### config.mk
export PLATFORM = sky130hd
export DESIGN_NAME = button_bank
export DESIGN_NICKNAME = d
export VERILOG_FILES = /design/src/rtl/ghffe_input_pkg.sv /design/src/rtl/button_channel.sv /design/src/rtl/button_bank.sv
export SDC_FILE = /design/constraint.sdc
export NUM_CORES = 1
export LEC_CHECK = 0
export CAP_MARGIN = 10
export CELL_PAD_IN_SITES_DETAIL_PLACEMENT = 1
export CELL_PAD_IN_SITES_GLOBAL_PLACEMENT = 2
export CORE_MARGIN = 2
export CORE_UTILIZATION = 43
export CTS_BUF_LIST = sky130_fd_sc_hd__clkbuf_8
export CTS_CLUSTER_SIZE = 12
export DETAILED_ROUTE_END_ITERATION = 8
export GPL_ROUTABILITY_DRIVEN = 0
export GPL_TIMING_DRIVEN = 0
export PLACE_DENSITY = 0.91
export REMOVE_ABC_BUFFERS = 1
export SETUP_SLACK_MARGIN = 0.02
export SLEW_MARGIN = 5
export SYNTH_ARGS = -nofsm -noshare
export SYNTH_HDL_FRONTEND = slang
export SYNTH_SLANG_ARGS = --single-unit
### constraint.sdc
create_clock -name clock -period 5.2 [get_ports clock]
set_clock_uncertainty 0.2 [all_clocks]
set_input_delay 1.04 -clock clock [delete_from_list [all_inputs] [get_ports clock]]
set_output_delay 1.04 -clock clock [all_outputs]
set_load 0.03 [all_outputs]
### src/rtl/ghffe_input_pkg.sv
// Shared definitions for the button input path: channel states and default
// timing constants at 100 MHz.
package ghffe_input_pkg;

  typedef enum logic [1:0] {
    ST_IDLE    = 2'd0,
    ST_PRESSED = 2'd1,
    ST_HELD    = 2'd2
  } chan_state_t;

  localparam int DEBOUNCE_10MS = 1000000;
  localparam int HOLD_500MS    = 50000000;
  localparam int REPEAT_100MS  = 10000000;

endpackage : ghffe_input_pkg

### src/rtl/button_channel.sv
// One button channel: 2-flop synchroniser, debounce counter, press/release
// pulses and hold/auto-repeat FSM (repeat built only with BUTTON_BANK_AUTO_REPEAT_EN).
module button_channel
  import ghffe_input_pkg::*;
#(
  parameter int DEBOUNCE_CYCLES = DEBOUNCE_10MS,
  parameter int HOLD_CYCLES     = HOLD_500MS,
  parameter int REPEAT_CYCLES   = REPEAT_100MS
) (
  input  logic clock,
  input  logic reset,
  input  logic noisy,
  output logic clean,
  output logic press,
  output logic release_pulse,
  output logic held,
  output logic hold_pulse,
  output logic repeat_pulse
);

  localparam int DB_W   = $clog2(DEBOUNCE_CYCLES + 1);
  localparam int HOLD_W = $clog2(HOLD_CYCLES + 1);
  localparam logic [DB_W-1:0]   DB_MAX    = DB_W'(DEBOUNCE_CYCLES);
  localparam logic [HOLD_W-1:0] HOLD_LAST = HOLD_W'(HOLD_CYCLES - 1);

  logic [1:0]        sync_reg;
  logic [DB_W-1:0]   db_cnt_reg, db_cnt_next;
  logic              clean_reg;
  logic              press_reg, release_reg, hold_pulse_reg;
  chan_state_t       state_reg, state_next;
  logic [HOLD_W-1:0] hold_cnt_reg, hold_cnt_next;
  logic              db_toggle, rise, fall, hold_entry;

  assign db_toggle = (db_cnt_reg == DB_MAX);
  assign rise      = db_toggle & ~clean_reg;
  assign fall      = db_toggle &  clean_reg;

  // Counter only runs while the synchronised level disagrees with clean.
  always_comb begin
    db_cnt_next = '0;
    if ((sync_reg[1] != clean_reg) && !db_toggle)
      db_cnt_next = db_cnt_reg + 1'b1;
  end

  always_comb begin
    state_next    = state_reg;
    hold_cnt_next = hold_cnt_reg;
    hold_entry    = 1'b0;
    case (state_reg)
      ST_IDLE: begin
        hold_cnt_next = '0;
        if (rise) state_next = ST_PRESSED;
      end
      ST_PRESSED: begin
        // A fall on the threshold cycle wins: short press, no hold.
        if (fall) begin
          state_next    = ST_IDLE;
          hold_cnt_next = '0;
        end else if (hold_cnt_reg == HOLD_LAST) begin
          state_next = ST_HELD;
          hold_entry = 1'b1;
        end else begin
          hold_cnt_next = hold_cnt_reg + 1'b1;
        end
      end
      ST_HELD: begin
        if (fall) begin
          state_next    = ST_IDLE;
          hold_cnt_next = '0;
        end
      end
      default: begin
        state_next    = ST_IDLE;
        hold_cnt_next = '0;
      end
    endcase
  end

  always_ff @(posedge clock) begin
    if (!reset) begin
      sync_reg       <= '0;
      db_cnt_reg     <= '0;
      clean_reg      <= 1'b0;
      press_reg      <= 1'b0;
      release_reg    <= 1'b0;
      hold_pulse_reg <= 1'b0;
      state_reg      <= ST_IDLE;
      hold_cnt_reg   <= '0;
    end else begin
      sync_reg       <= {sync_reg[0], noisy};
      db_cnt_reg     <= db_cnt_next;
      clean_reg      <= clean_reg ^ db_toggle;
      press_reg      <= rise;
      release_reg    <= fall;
      hold_pulse_reg <= hold_entry;
      state_reg      <= state_next;
      hold_cnt_reg   <= hold_cnt_next;
    end
  end

`ifdef BUTTON_BANK_AUTO_REPEAT_EN
  localparam int RPT_W = $clog2(REPEAT_CYCLES + 1);
  localparam logic [RPT_W-1:0] RPT_LAST = RPT_W'(REPEAT_CYCLES - 1);

  logic [RPT_W-1:0] rpt_cnt_reg, rpt_cnt_next;
  logic             repeat_reg, rpt_fire;
  logic             in_held;

  assign in_held  = (state_reg == ST_HELD) && !fall;
  assign rpt_fire = hold_entry | (in_held && (rpt_cnt_reg == RPT_LAST));

  // Counter restarts at hold entry and after every repeat, idles at 0 elsewhere.
  always_comb begin
    rpt_cnt_next = '0;
    if (in_held && (rpt_cnt_reg != RPT_LAST))
      rpt_cnt_next = rpt_cnt_reg + 1'b1;
  end

  always_ff @(posedge clock) begin
    if (!reset) begin
      rpt_cnt_reg <= '0;
      repeat_reg  <= 1'b0;
    end else begin
      rpt_cnt_reg <= rpt_cnt_next;
      repeat_reg  <= rpt_fire;
    end
  end

  assign repeat_pulse = repeat_reg;
`else
  assign repeat_pulse = 1'b0;
`endif

  assign clean         = clean_reg;
  assign press         = press_reg;
  assign release_pulse = release_reg;
  assign hold_pulse    = hold_pulse_reg;
  assign held          = (state_reg == ST_HELD);

endmodule : button_channel

### src/rtl/button_bank.sv
// NUM_BTNS independent button channels. Optional auto-repeat: BUTTON_BANK_AUTO_REPEAT_EN.
// release/repeat are SV keywords, so those ports are release_pulse/repeat_pulse.
module button_bank
  import ghffe_input_pkg::*;
#(
  parameter int NUM_BTNS        = 5,
  parameter int DEBOUNCE_CYCLES = DEBOUNCE_10MS,
  parameter int HOLD_CYCLES     = HOLD_500MS,
  parameter int REPEAT_CYCLES   = REPEAT_100MS
) (
  input  logic                clock,
  input  logic                reset,
  input  logic [NUM_BTNS-1:0] noisy,
  output logic [NUM_BTNS-1:0] clean,
  output logic [NUM_BTNS-1:0] press,
  output logic [NUM_BTNS-1:0] release_pulse,
  output logic [NUM_BTNS-1:0] held,
  output logic [NUM_BTNS-1:0] hold_pulse,
  output logic [NUM_BTNS-1:0] repeat_pulse
);

  if (DEBOUNCE_CYCLES < 1) begin : g_bad_debounce
    $error("button_bank: DEBOUNCE_CYCLES must be at least 1");
  end
  if (HOLD_CYCLES < 1) begin : g_bad_hold
    $error("button_bank: HOLD_CYCLES must be at least 1");
  end
  if (REPEAT_CYCLES < 1) begin : g_bad_repeat
    $error("button_bank: REPEAT_CYCLES must be at least 1");
  end

  for (genvar gi = 0; gi < NUM_BTNS; gi++) begin : g_chan
    button_channel #(
      .DEBOUNCE_CYCLES(DEBOUNCE_CYCLES),
      .HOLD_CYCLES    (HOLD_CYCLES),
      .REPEAT_CYCLES  (REPEAT_CYCLES)
    ) u_chan (
      .clock        (clock),
      .reset        (reset),
      .noisy        (noisy[gi]),
      .clean        (clean[gi]),
      .press        (press[gi]),
      .release_pulse(release_pulse[gi]),
      .held         (held[gi]),
      .hold_pulse   (hold_pulse[gi]),
      .repeat_pulse (repeat_pulse[gi])
    );
  end

endmodule : button_bank

==> results.sh <==
export IMPL_status="finished, final reports clean"
export IMPL_synth_common_cells="270 x dfxtp_1, 187 x nor2_1, 112 x nand2_1, 112 x nand3_1"
export IMPL_synth_area_top_cells="dfxtp_1 41%, nor2_1 5.3%, xnor2_1 4.5%, nand3_1 4.2%, xor2_1 3.3%"
export IMPL_ys_ff_latch=270
export IMPL_cts_clk_slew_worst_paths_ps=60
export IMPL_synth_largest_area_cell="dfxtp_1"
export IMPL_r2r_slack_ps=1530
export IMPL_finalCritPeriodShare_pct=70.6
export IMPL_core_um2=30400
export IMPL_seq_area_frac_synth_pct=40.9
export IMPL_synth_top_area_share_pct=40.9
export IMPL_cts_resized=0
export IMPL_setup_viol=0
export IMPL_maxCapViolCount=0
export IMPL_ir_worst_vdd_v=0.000270
export IMPL_cts_tree="built"
export IMPL_nets=1623
export IMPL_leakage_nw=4.72
export IMPL_pre_cts_slack_ps=1460
export IMPL_synth_area_um2=13200
export IMPL_cp_arrival_ps=3980
export IMPL_largest_reg_flops=130
export IMPL_synth_cell_type_count=73
export IMPL_syn_to_final_growth_pct=11.9
export IMPL_cts_root_buf="clkbuf_8"
export IMPL_die_area_um2=32100
export IMPL_avgSynthCellArea_um2=8.36
export IMPL_synth_simple_area_share_pct=33.6
export IMPL_drc=0
export IMPL_insertion_delay_ps=570
export IMPL_cp_end_kind="flop"
export IMPL_wirelength_mm=33.4
export IMPL_n_antenna_cell=0
export IMPL_dr_wl_met3_mm=1.00
export IMPL_layout_setup_ws_ps=1530
export IMPL_grt_max_degree=38
export IMPL_reg2reg_depth=10
export IMPL_cp_start_kind="flop"
export IMPL_worst_pin_slew_ps=1180
export IMPL_first_global_vias=11800
export IMPL_floorplan_initialDensity_pct=43.4
export IMPL_min_path_cells=1
export IMPL_portBuffers=31
export IMPL_via_count=11600
export IMPL_ys_warn_count=0
export IMPL_hpwl_mm=22.8
export IMPL_crit_fanout=24
export IMPL_htreeDepth=2
export IMPL_fillers=3650
export IMPL_drt_iter0_markers=567
export IMPL_worstHoldPathType="flop to flop"
export IMPL_fin_total_pwr_mw=4.30
export IMPL_via_per_inst=5.72
export IMPL_wl_met1_mm=15.7
export IMPL_rsz0062_at_grt="no"
export IMPL_setup_tns_ps=0
export IMPL_met2_length_mm=16.1
export IMPL_synthCells=1580
export IMPL_synth_compound_area_share_pct=9.89
export IMPL_postCtsSetupRepairBufs=0
export IMPL_layout_drive_gt1_share_pct=7.56
export IMPL_hold_viol_final=0
export IMPL_die_w_um=179
export IMPL_r2r_start="g_chan[0].u_chan.db_cnt_reg[0]"
export IMPL_synth_mux_area_share_pct=0.464
export IMPL_detail_route_antenna_nets=0
export IMPL_holdPathEnd="g_chan[4].u_chan.sync_reg[1]"
export IMPL_clock_sinks=270
export IMPL_io_pins=37
export IMPL_grtUsageTotal_pct=21.0
export IMPL_multiInputGateArea_um2=7210
export IMPL_grt_pass1_wl_mm=56.5
export IMPL_hold_buffers=0
export IMPL_drv_slew=0
export IMPL_synth_most_common_cell="dfxtp_1"
export IMPL_rows=64
export IMPL_max_freq_mhz=273
export IMPL_clockBufferDepth=3
export IMPL_wl_per_cell_um=16.5
export IMPL_synth_xor_area_share_pct=7.82
export IMPL_period_needed_ps=3670
export IMPL_synth_ff_type="dfxtp_1"
export IMPL_register_area_um2=5410
export IMPL_routed_top_layer="met4"
export IMPL_worstSetupPathType="flop to flop"
export IMPL_worstHoldStart="g_chan[4].u_chan.sync_reg[0]"
export IMPL_regToRegEndpoint="g_chan[0].u_chan.hold_cnt_reg[21]"
export IMPL_antenna_found_initial=1
export IMPL_synthAdderAreaFrac_pct=2.37
export IMPL_synth_top_family_by_area="simple AND/OR/NAND/NOR gates"
export IMPL_firstDrtPassIters=5
export IMPL_p_per_area_nw_per_um2=291
export IMPL_synth_edff_count=0
export IMPL_async_reset_ff_share_pct=0
export IMPL_crit_required_ps=5510
export IMPL_die_y_um=179
export IMPL_slew_headroom_pct=21.0
export IMPL_grt_overflow_total=0
export IMPL_whs_ps=231
export IMPL_cts_buffers=48
[through the flow]
step                utilization, %  instances  instance area [um2]
floorplan                        -       1502                12800
global placement              44.7       1929                13600
detailed placement            45.0       1937                13700
CTS                           48.6       2024                14800
finish                        48.6       2024                14800
global route                  48.6       2024                14800
[report_power, final]
part           switching (mW)  internal [mW]  leakage [nW]
clock network           0.909           1.28         0.594
registers             0.00241           2.07          2.18
logic                  0.0287         0.0103          1.95
[worst max-delay path, cell delays in order (launching register included)]
cell and delay [ps]:
dfxtp_1 390, inv_1 70, ha_1 230, nand4b_1 100
nor4_1 80, ha_1 230, nor3b_1 750, and4_1 880
o21ai_0 320, inv_1 200, a221o_1 170
[how the worst max path moves through the flow]
stage,end,depth (start not counted),startpoint
2_1_floorplan,g_chan[3].u_chan.hold_cnt_reg[18],10,g_chan[3].u_chan.db_cnt_reg[0]
3_3_place_gp,g_chan[4].u_chan.hold_cnt_reg[15],6,reset
3_5_place_dp,g_chan[4].u_chan.hold_cnt_reg[15],7,reset
4_1_cts,g_chan[0].u_chan.hold_cnt_reg[21],8,g_chan[0].u_chan.db_cnt_reg[13]
5_1_grt,g_chan[0].u_chan.hold_cnt_reg[21],8,g_chan[0].u_chan.db_cnt_reg[13]
6_report,g_chan[0].u_chan.hold_cnt_reg[21],10,g_chan[0].u_chan.db_cnt_reg[0]
[cell families (layout without fill, tap and decap cells)]
| kind of cell | after synthesis | count (layout) |
|---|---|---|
| simple gates | 815 | 815 |
| flops | 270 | 270 |
| compound gates | 209 | 209 |
| buf+inv | 136 | 180 |
| xor+xnor | 118 | 118 |
| fa+ha+maj | 25 | 25 |
| mux | 6 | 6 |
| other cells | 1 | 5 |
[area by class of cell]
type	instances	share of cell area (%)
clock buffer	66	6.14
clock inverter	21	1.17
inverter	54	1.37
multi-input combinational	1178	48.8
sequential	270	36.6
tap	396	3.35
timing repair buffer	39	2.66
[cells in the final DEF, fill, tap and decap left out, drive strengths merged, types with 5 or more instances in the layout]
| master | n |
|---|---|
| or3b | 5 |
| nor3 | 40 |
| and2 | 31 |
| o21ai | 60 |
| a31oi | 12 |
| nand4 | 70 |
| ha | 25 |
| clkdlybuf4s50 | 30 |
| conb | 5 |
| a21oi | 59 |
| nor4 | 40 |
| o31ai | 10 |
| nand3 | 112 |
| and4 | 24 |
| or4 | 32 |
| nand2b | 6 |
| nor3b | 10 |
| xor2 | 50 |
| inv | 64 |
| clkinv | 6 |
| buf | 9 |
| o211ai | 26 |
| nor4bb | 6 |
| nor4b | 13 |
| nand4b | 6 |
| nor2b | 10 |
| mux2i | 5 |
| nand2 | 112 |
| or3 | 53 |
| nor2 | 187 |
| or2 | 7 |
| xnor2 | 68 |
| dfxtp | 270 |
| nand3b | 5 |
| and3 | 36 |
| clkbuf | 66 |
[layer usage]
layer  vias to the layer above  GRT usage [%]
met3                        44           3.24
li1                       5705              -
met5                         -              0
met1                      5699           27.0
met2                       123           36.3
met4                         0           5.71
(Power assumes the default switching activity.)
